===== src/rtl/adc_acq_controller.sv =====
// adc_acq_controller: sequences one ADC channel's acquisition. Arm starts a circular
// pre-trigger capture into the ADC data memory. A trigger starts a post-trigger word count.
// A 3-word event header is then pushed into the header FIFO, and the event counter advances.
module adc_acq_controller #(
    parameter int unsigned ADDR_W    = 12,
    parameter int unsigned MAX_WORDS = 4095
) (
    input  logic              clk_i,
    input  logic              reset_n_i,
    input  logic              arm_i,
    input  logic              trig_i,
    input  logic              adc_valid_i,
    input  logic [31:0]       adc_data_i,
    input  logic [31:0]       buffer_size_i,
    input  logic [31:0]       post_trig_size_i,
    input  logic [31:0]       channel_num_i,
    input  logic [31:0]       initial_trig_num_i,
    input  logic              trig_num_we_i,
    input  logic              header_fifo_full_i,
    output logic [31:0]       current_trig_num_o,
    output logic              mem_wea_o,
    output logic [ADDR_W-1:0] mem_addra_o,
    output logic [31:0]       mem_dina_o,
    output logic              header_fifo_wr_en_o,
    output logic [31:0]       header_fifo_din_o,
    output logic              acq_busy_o,
    output logic              acq_done_o
);

    typedef enum logic [1:0] {StIdle, StArmed, StPost, StHeader} state_e;

    state_e            state_q;
    logic [ADDR_W-1:0] len_q;
    logic [ADDR_W-1:0] wr_addr_q;
    logic [ADDR_W-1:0] fill_q;
    logic [ADDR_W-1:0] end_addr_q;
    logic [31:0]       pcnt_q;
    logic [31:0]       post_size_q;
    logic [31:0]       chan_q;
    logic [1:0]        hdr_idx_q;
    logic [31:0]       trig_num_q;
    logic              mem_wea_q;
    logic [ADDR_W-1:0] mem_addra_q;
    logic [31:0]       mem_dina_q;
    logic              acq_done_q;

    logic [ADDR_W-1:0] len_d;
    logic [ADDR_W-1:0] wr_addr_d;
    logic [ADDR_W-1:0] fill_d;
    logic [31:0]       pcnt_d;
    logic              store;
    logic              hdr_go;
    logic [31:0]       hdr_word;

    // Effective ring length: clamp to MAX_WORDS, and treat zero as a single-word ring.
    always_comb begin
        if (buffer_size_i > 32'(MAX_WORDS)) begin
            len_d = ADDR_W'(MAX_WORDS);
        end else if (buffer_size_i == 32'd0) begin
            len_d = ADDR_W'(1);
        end else begin
            len_d = buffer_size_i[ADDR_W-1:0];
        end
    end

    // Ring pointer, saturating fill level and post-trigger count for the next stored word.
    always_comb begin
        wr_addr_d = (wr_addr_q == len_q - ADDR_W'(1)) ? '0 : wr_addr_q + ADDR_W'(1);
        fill_d    = (fill_q == len_q) ? fill_q : fill_q + ADDR_W'(1);
        pcnt_d    = pcnt_q + 32'd1;
        store     = adc_valid_i && ((state_q == StArmed) || (state_q == StPost));
        hdr_go    = (state_q == StHeader) && !header_fifo_full_i;
    end

    // Header word selected by the current header index.
    always_comb begin
        hdr_word = '0;
        unique case (hdr_idx_q)
            2'd0:    hdr_word = chan_q;
            2'd1:    hdr_word = trig_num_q;
            2'd2:    hdr_word = {8'h00, 12'(fill_q), 12'(end_addr_q)};
            default: hdr_word = '0;
        endcase
    end

    // Acquisition FSM, ring writer, header sequencer and event counter.
    always_ff @(posedge clk_i) begin
        if (!reset_n_i) begin
            state_q     <= StIdle;
            len_q       <= ADDR_W'(1);
            wr_addr_q   <= '0;
            fill_q      <= '0;
            end_addr_q  <= '0;
            pcnt_q      <= '0;
            post_size_q <= '0;
            chan_q      <= '0;
            hdr_idx_q   <= '0;
            trig_num_q  <= '0;
            mem_wea_q   <= 1'b0;
            mem_addra_q <= '0;
            mem_dina_q  <= '0;
            acq_done_q  <= 1'b0;
        end else begin
            mem_wea_q  <= 1'b0;
            acq_done_q <= 1'b0;

            if (store) begin
                mem_wea_q   <= 1'b1;
                mem_addra_q <= wr_addr_q;
                mem_dina_q  <= adc_data_i;
                wr_addr_q   <= wr_addr_d;
                fill_q      <= fill_d;
                end_addr_q  <= wr_addr_q;
            end

            if (trig_num_we_i) begin
                trig_num_q <= initial_trig_num_i;
            end

            case (state_q)
                StIdle: begin
                    if (arm_i) begin
                        state_q    <= StArmed;
                        len_q      <= len_d;
                        wr_addr_q  <= '0;
                        fill_q     <= '0;
                        end_addr_q <= '0;
                    end
                end
                StArmed: begin
                    if (trig_i) begin
                        post_size_q <= post_trig_size_i;
                        chan_q      <= channel_num_i;
                        pcnt_q      <= '0;
                        hdr_idx_q   <= '0;
                        state_q     <= (post_trig_size_i == 32'd0) ? StHeader : StPost;
                    end
                end
                StPost: begin
                    if (adc_valid_i) begin
                        pcnt_q <= pcnt_d;
                        if (pcnt_d == post_size_q) begin
                            state_q <= StHeader;
                        end
                    end
                end
                StHeader: begin
                    if (hdr_go) begin
                        if (hdr_idx_q == 2'd2) begin
                            hdr_idx_q  <= '0;
                            acq_done_q <= 1'b1;
                            state_q    <= StIdle;
                            // A register load in the same cycle takes priority.
                            if (!trig_num_we_i) begin
                                trig_num_q <= trig_num_q + 32'd1;
                            end
                        end else begin
                            hdr_idx_q <= hdr_idx_q + 2'd1;
                        end
                    end
                end
                default: state_q <= StIdle;
            endcase
        end
    end

    // The strobe is gated by the live full flag so a word is never offered to a full FIFO;
    // the word itself is held in registers until it is accepted.
    assign header_fifo_wr_en_o = hdr_go;
    assign header_fifo_din_o   = (state_q == StHeader) ? hdr_word : '0;
    assign current_trig_num_o  = trig_num_q;
    assign mem_wea_o           = mem_wea_q;
    assign mem_addra_o         = mem_addra_q;
    assign mem_dina_o          = mem_dina_q;
    assign acq_busy_o          = (state_q != StIdle);
    assign acq_done_o          = acq_done_q;

endmodule


===== config.mk =====
export PLATFORM = sky130hd
export DESIGN_NAME = adc_acq_controller
export DESIGN_NICKNAME = d
export VERILOG_FILES = /design/src/rtl/adc_acq_controller.sv
export SDC_FILE = /design/constraint.sdc
export NUM_CORES = 1
export LEC_CHECK = 0
export ABC_CLOCK_PERIOD_IN_PS = 6600
export CELL_PAD_IN_SITES_DETAIL_PLACEMENT = 2
export CELL_PAD_IN_SITES_GLOBAL_PLACEMENT = 2
export CORE_MARGIN = 3
export CORE_UTILIZATION = 30
export CTS_CLUSTER_DIAMETER = 80
export DETAILED_ROUTE_END_ITERATION = 10
export HOLD_SLACK_MARGIN = 0.05
export PLACE_DENSITY_LB_ADDON = 0.1
export REMOVE_ABC_BUFFERS = 1
export SYNTH_ARGS = -nofsm -noshare
export SYNTH_HDL_FRONTEND = slang
export SYNTH_SLANG_ARGS = --single-unit

===== constraint.sdc =====
create_clock -name clk_i -period 6.6 [get_ports clk_i]
set_clock_uncertainty 0.15 [all_clocks]
set_input_delay 0.99 -clock clk_i [delete_from_list [all_inputs] [get_ports clk_i]]
set_output_delay 0.99 -clock clk_i [all_outputs]
set_load 0.02 [all_outputs]

==> run summary <==
The number of buffers added to fix hold violations after cts came out at 0. The global-route wire length before repair is 75300 um. The initial cell density of the core came out at 0.306. The width of the die is between 200 and 250 um. The clock network latency to the later pin of the worst-skew pair is 0.57 ns. In this design, the stage delay of the slowest critical-path cell is slightly below 0.7 ns.

The count of pins over their slew limit is 0. After detailed routing, the met3 layer carries 1870 um of wire. The overall die area is 0.0410 mm^2. The clock period minus final worst setup slack is 4.21 ns. The run finished with clean final reports. The max-cap violation count came out at 0. The required time of the worst setup path came out at 5.46 ns. The adder-cell share of the synthesized area is 0.0108. The CTS H-tree depth came out at 1.

No sink is reached through more buffers than the 3 on the longest clock path. The fraction of synthesized area in multiplexers is 0.0374. The TritonCTS clock tree is done. The startpoint class of the critical path is a register. In this run, synthesis inferred 0 flip-flops with an integrated enable.

The achievable clock frequency came out at 238 MHz. The start-to-end type of the worst setup path is register to primary output. The number of different library cells used by synthesis comes to 67.

Dividing the final minimum period by the clock period gives 0.637. After detailed routing, the wire length on met1 is ~20000 um. The via total after detailed routing is 12000. The global placer's final weighted congestion is roughly 0.87. The number of iterations in the first detailed-routing pass is 5.

The measured slew at the worst slew-check pin came out at 1.11 ns. The post-CTS resize count came out at 0. The routed length per placed instance came out at around 21 um. Of the total synthesized cell area, the portion taken by AND, OR, NAND and NOR gates is 0.278. The count of nets left with antenna violations after detail routing came out at 0. Routed signal wires occupy layers up through met5.

The total length of routed met2 wires came out at 25800 um. IR analysis of the VDD net gives a maximum drop of 184 uV. The master of the slowest instance on the critical path is clkinv_1. Clock-pin slew was measured on the worst setup and hold paths at 0.06 ns. The number of DRC markers after the initial detailed-route iteration is 490. The largest net degree at the start of global routing is 83. The tightest min-delay check is of the register to register type. The average cell area after synthesis came out at 7.47 um^2. Setup repair after global routing left no endpoint under its margin. The sequential-to-total area share from yosys stat came out at 0.391. The final net count came out at 1944. The final sum of negative setup slack came out at 0 ns. Data on the critical path arrives at its endpoint at just over 3 ns.

The number of clock sinks seen by CTS came out at 226. The vertical die dimension is 202 um. The final routed DRC violation total is 0. The I/O pin total came out at roughly 280.

In this run the power density over the cells is 283 mW/mm^2. In this run the core area contains 71 standard-cell rows. In the global route stage, overall resource usage came out at 0.230. The buffer count from post-CTS setup fixing came out at 0. The number of flip-flops and latches in the synthesized netlist came out at approximately 230. The slack of the worst reg-to-reg path came out at 3.00 ns.

The total half-perimeter wirelength after legalization and detailed placement is 34900 um. Summed over all layers, the routed wires come to 48600 um. Traced cell by cell, the critical path runs through ha_1 -> clkinv_1 -> nor2_1 -> clkdlybuf4s50_1. Clock tree synthesis selected as its root buffer the cell clkbuf_16. The share of the synthesized area in compound gates (AO/OA/AOI/OAI) came out at 0.155. The worst hold slack is 0.305 ns. The via-per-instance ratio is 5.21. The total leakage power is 5.34 nW. The share of the core filled with cells in the final layout is 0.413. After floorplanning, the core was sized to cover 0.0378 mm^2. The netlist area before placement is between 0.01 and 0.015 mm^2. The biggest fanout along the worst timing path came out at 27. In the synthesized netlist, the number of instances is 1551.

The total of buffers placed on input and output ports is 278. The layout cell share with drive strength beyond 1 came out at 0.0414. The signed area change from the synthesized netlist to the final layout came out at 34.9%.

The number of antenna violations at the first check in global routing came out at 5. After synthesis, the largest family of logic cells by area is simple AND/OR/NAND/NOR gates. The number of global-route vias before repair was 13100. Headroom to the max-slew limit came out at 0.257. The number of endpoints with negative hold slack in the final report came out at 0. The fraction of registers with async set or reset after synthesis is 0. The element type at the critical path end is a primary output. The number of buffers inserted during clock tree synthesis is 29. The most used flip-flop cell after synthesis is dfxtp_1.

Of the total synthesized cell area, the portion taken by XOR and XNOR cells is 0.0839. The setup violation total in the final timing report is 0. During synthesis, Yosys emitted a total of 0 warnings. The overall overflow remaining after global route came out at 0.
[worst paths after layout]
kind,startpoint,to,cells past startpoint
worst min-delay path,mem_dina_o[21]$_SDFFE_PN0P_,mem_dina_o[21]$_SDFFE_PN0P_,2
worst max register to register,pcnt_q[0]$_SDFFE_PN0P_,state_q[1]$_SDFFE_PN0P_,9
worst max-delay path,state_q[0]$_SDFFE_PN0P_,header_fifo_wr_en_o,4
worst min register to register,mem_dina_o[21]$_SDFFE_PN0P_,mem_dina_o[21]$_SDFFE_PN0P_,2
[area by class of cell]
class | instances | area [um^2]
Sequential cell | 226 | 4520
Timing Repair Buffer | 290 | 2870
Multi-Input combinational cell | 1201 | 6560
Fill cell | 4397 | 22200
Clock buffer | 44 | 872
Inverter | 19 | 73.8
Tap cell | 511 | 639
Antenna cell | 3 | 7.51
Clock inverter | 8 | 71.3
[metrics by stage]
stage	instances	total power [mW]	instance area [um^2]	setup WS [ns]
floorplan	1446	2.29	11100	3.03
global placement	2247	2.84	14700	2.88
detailed placement	2247	2.89	14700	2.80
CTS	2299	4.49	15600	2.27
global route	2302	4.68	15600	2.24
finish	2302	4.43	15600	2.39
[critical path: cells and delay by family (launching register included)]
kind,cells,cell delay (ns)
buf+inv,2,1.35
flops,1,0.40
fa+ha+maj,1,0.27
simple gates,1,0.48
[synthesized netlist by cell type (all sizes together) (24+ instances only)]
| cell type | instances | area [um^2] |
|---|---|---|
| nand4 | 32 | 200 |
| o21ai | 47 | 235 |
| nor3 | 29 | 150 |
| nand3 | 41 | 218 |
| mux2i | 41 | 410 |
| clkbuf | 81 | 307 |
| xor2 | 66 | 578 |
| buf | 24 | 130 |
| nand2 | 306 | 1150 |
| xnor2 | 45 | 394 |
| nor4 | 36 | 225 |
| a21oi | 209 | 1050 |
| nor2 | 189 | 709 |
| dfxtp | 226 | 4520 |
[report_power, final]
part	switching [mW]	total (mW)	leakage [nW]	internal, mW
clock	0.641	1.58	0.468	0.942
combinational	0.755	1.21	3.04	0.455
sequential	0.133	1.63	1.84	1.50
total	1.53	4.43	5.34	2.90
[layer usage]
layer,GRT usage,vias to the layer above
met5,0,-
met1,0.265,5947
met2,0.432,205
li1,-,5750
met4,0.0688,4
met3,0.0417,76
[cell usage in the layout (no fill, tap or decap), types with 7 or more instances in the layout]
master / n
o21ai_0: 46
buf_4: 12
xor2_1: 66
clkbuf_16: 29
and4_1: 12
xnor2_1: 45
a31oi_1: 8
nand4_1: 32
nor2_1: 189
nor4_1: 36
clkbuf_8: 9
or3_1: 9
dfxtp_1: 226
a21oi_1: 209
mux2i_1: 41
nor3_1: 28
nand2_1: 304
inv_1: 17
nand2b_1: 7
nand3_1: 39
ha_1: 10
clkdlybuf4s50_1: 278
and2_1: 11
and3_1: 19
[kinds of logic after synthesis]
| family | count (synthesis) |
|---|---|
| AO/OA/AOI/OAI | 322 |
| XOR/XNOR | 111 |
| adder cells (fa/ha/maj) | 10 |
| buffers and inverters | 124 |
| flip-flops | 226 |
| multiplexers | 43 |
| AND/OR/NAND/NOR | 715 |
[sequential cells by signal (all words and copies together) (netlist names)]
| signal | cells |
|---|---|
| acq_done_o | 1 |
| chan_q | 32 |
| current_trig_num_o | 32 |
| end_addr_q | 12 |
| fill_q | 12 |
| hdr_idx_q | 2 |
| len_q | 12 |
| mem_addra_o | 12 |
| mem_dina_o | 32 |
| mem_wea_o | 1 |
| pcnt_q | 32 |
| post_size_q | 32 |
| state_q | 2 |
| wr_addr_q | 12 |
Power figures use the tool's default switching activity.
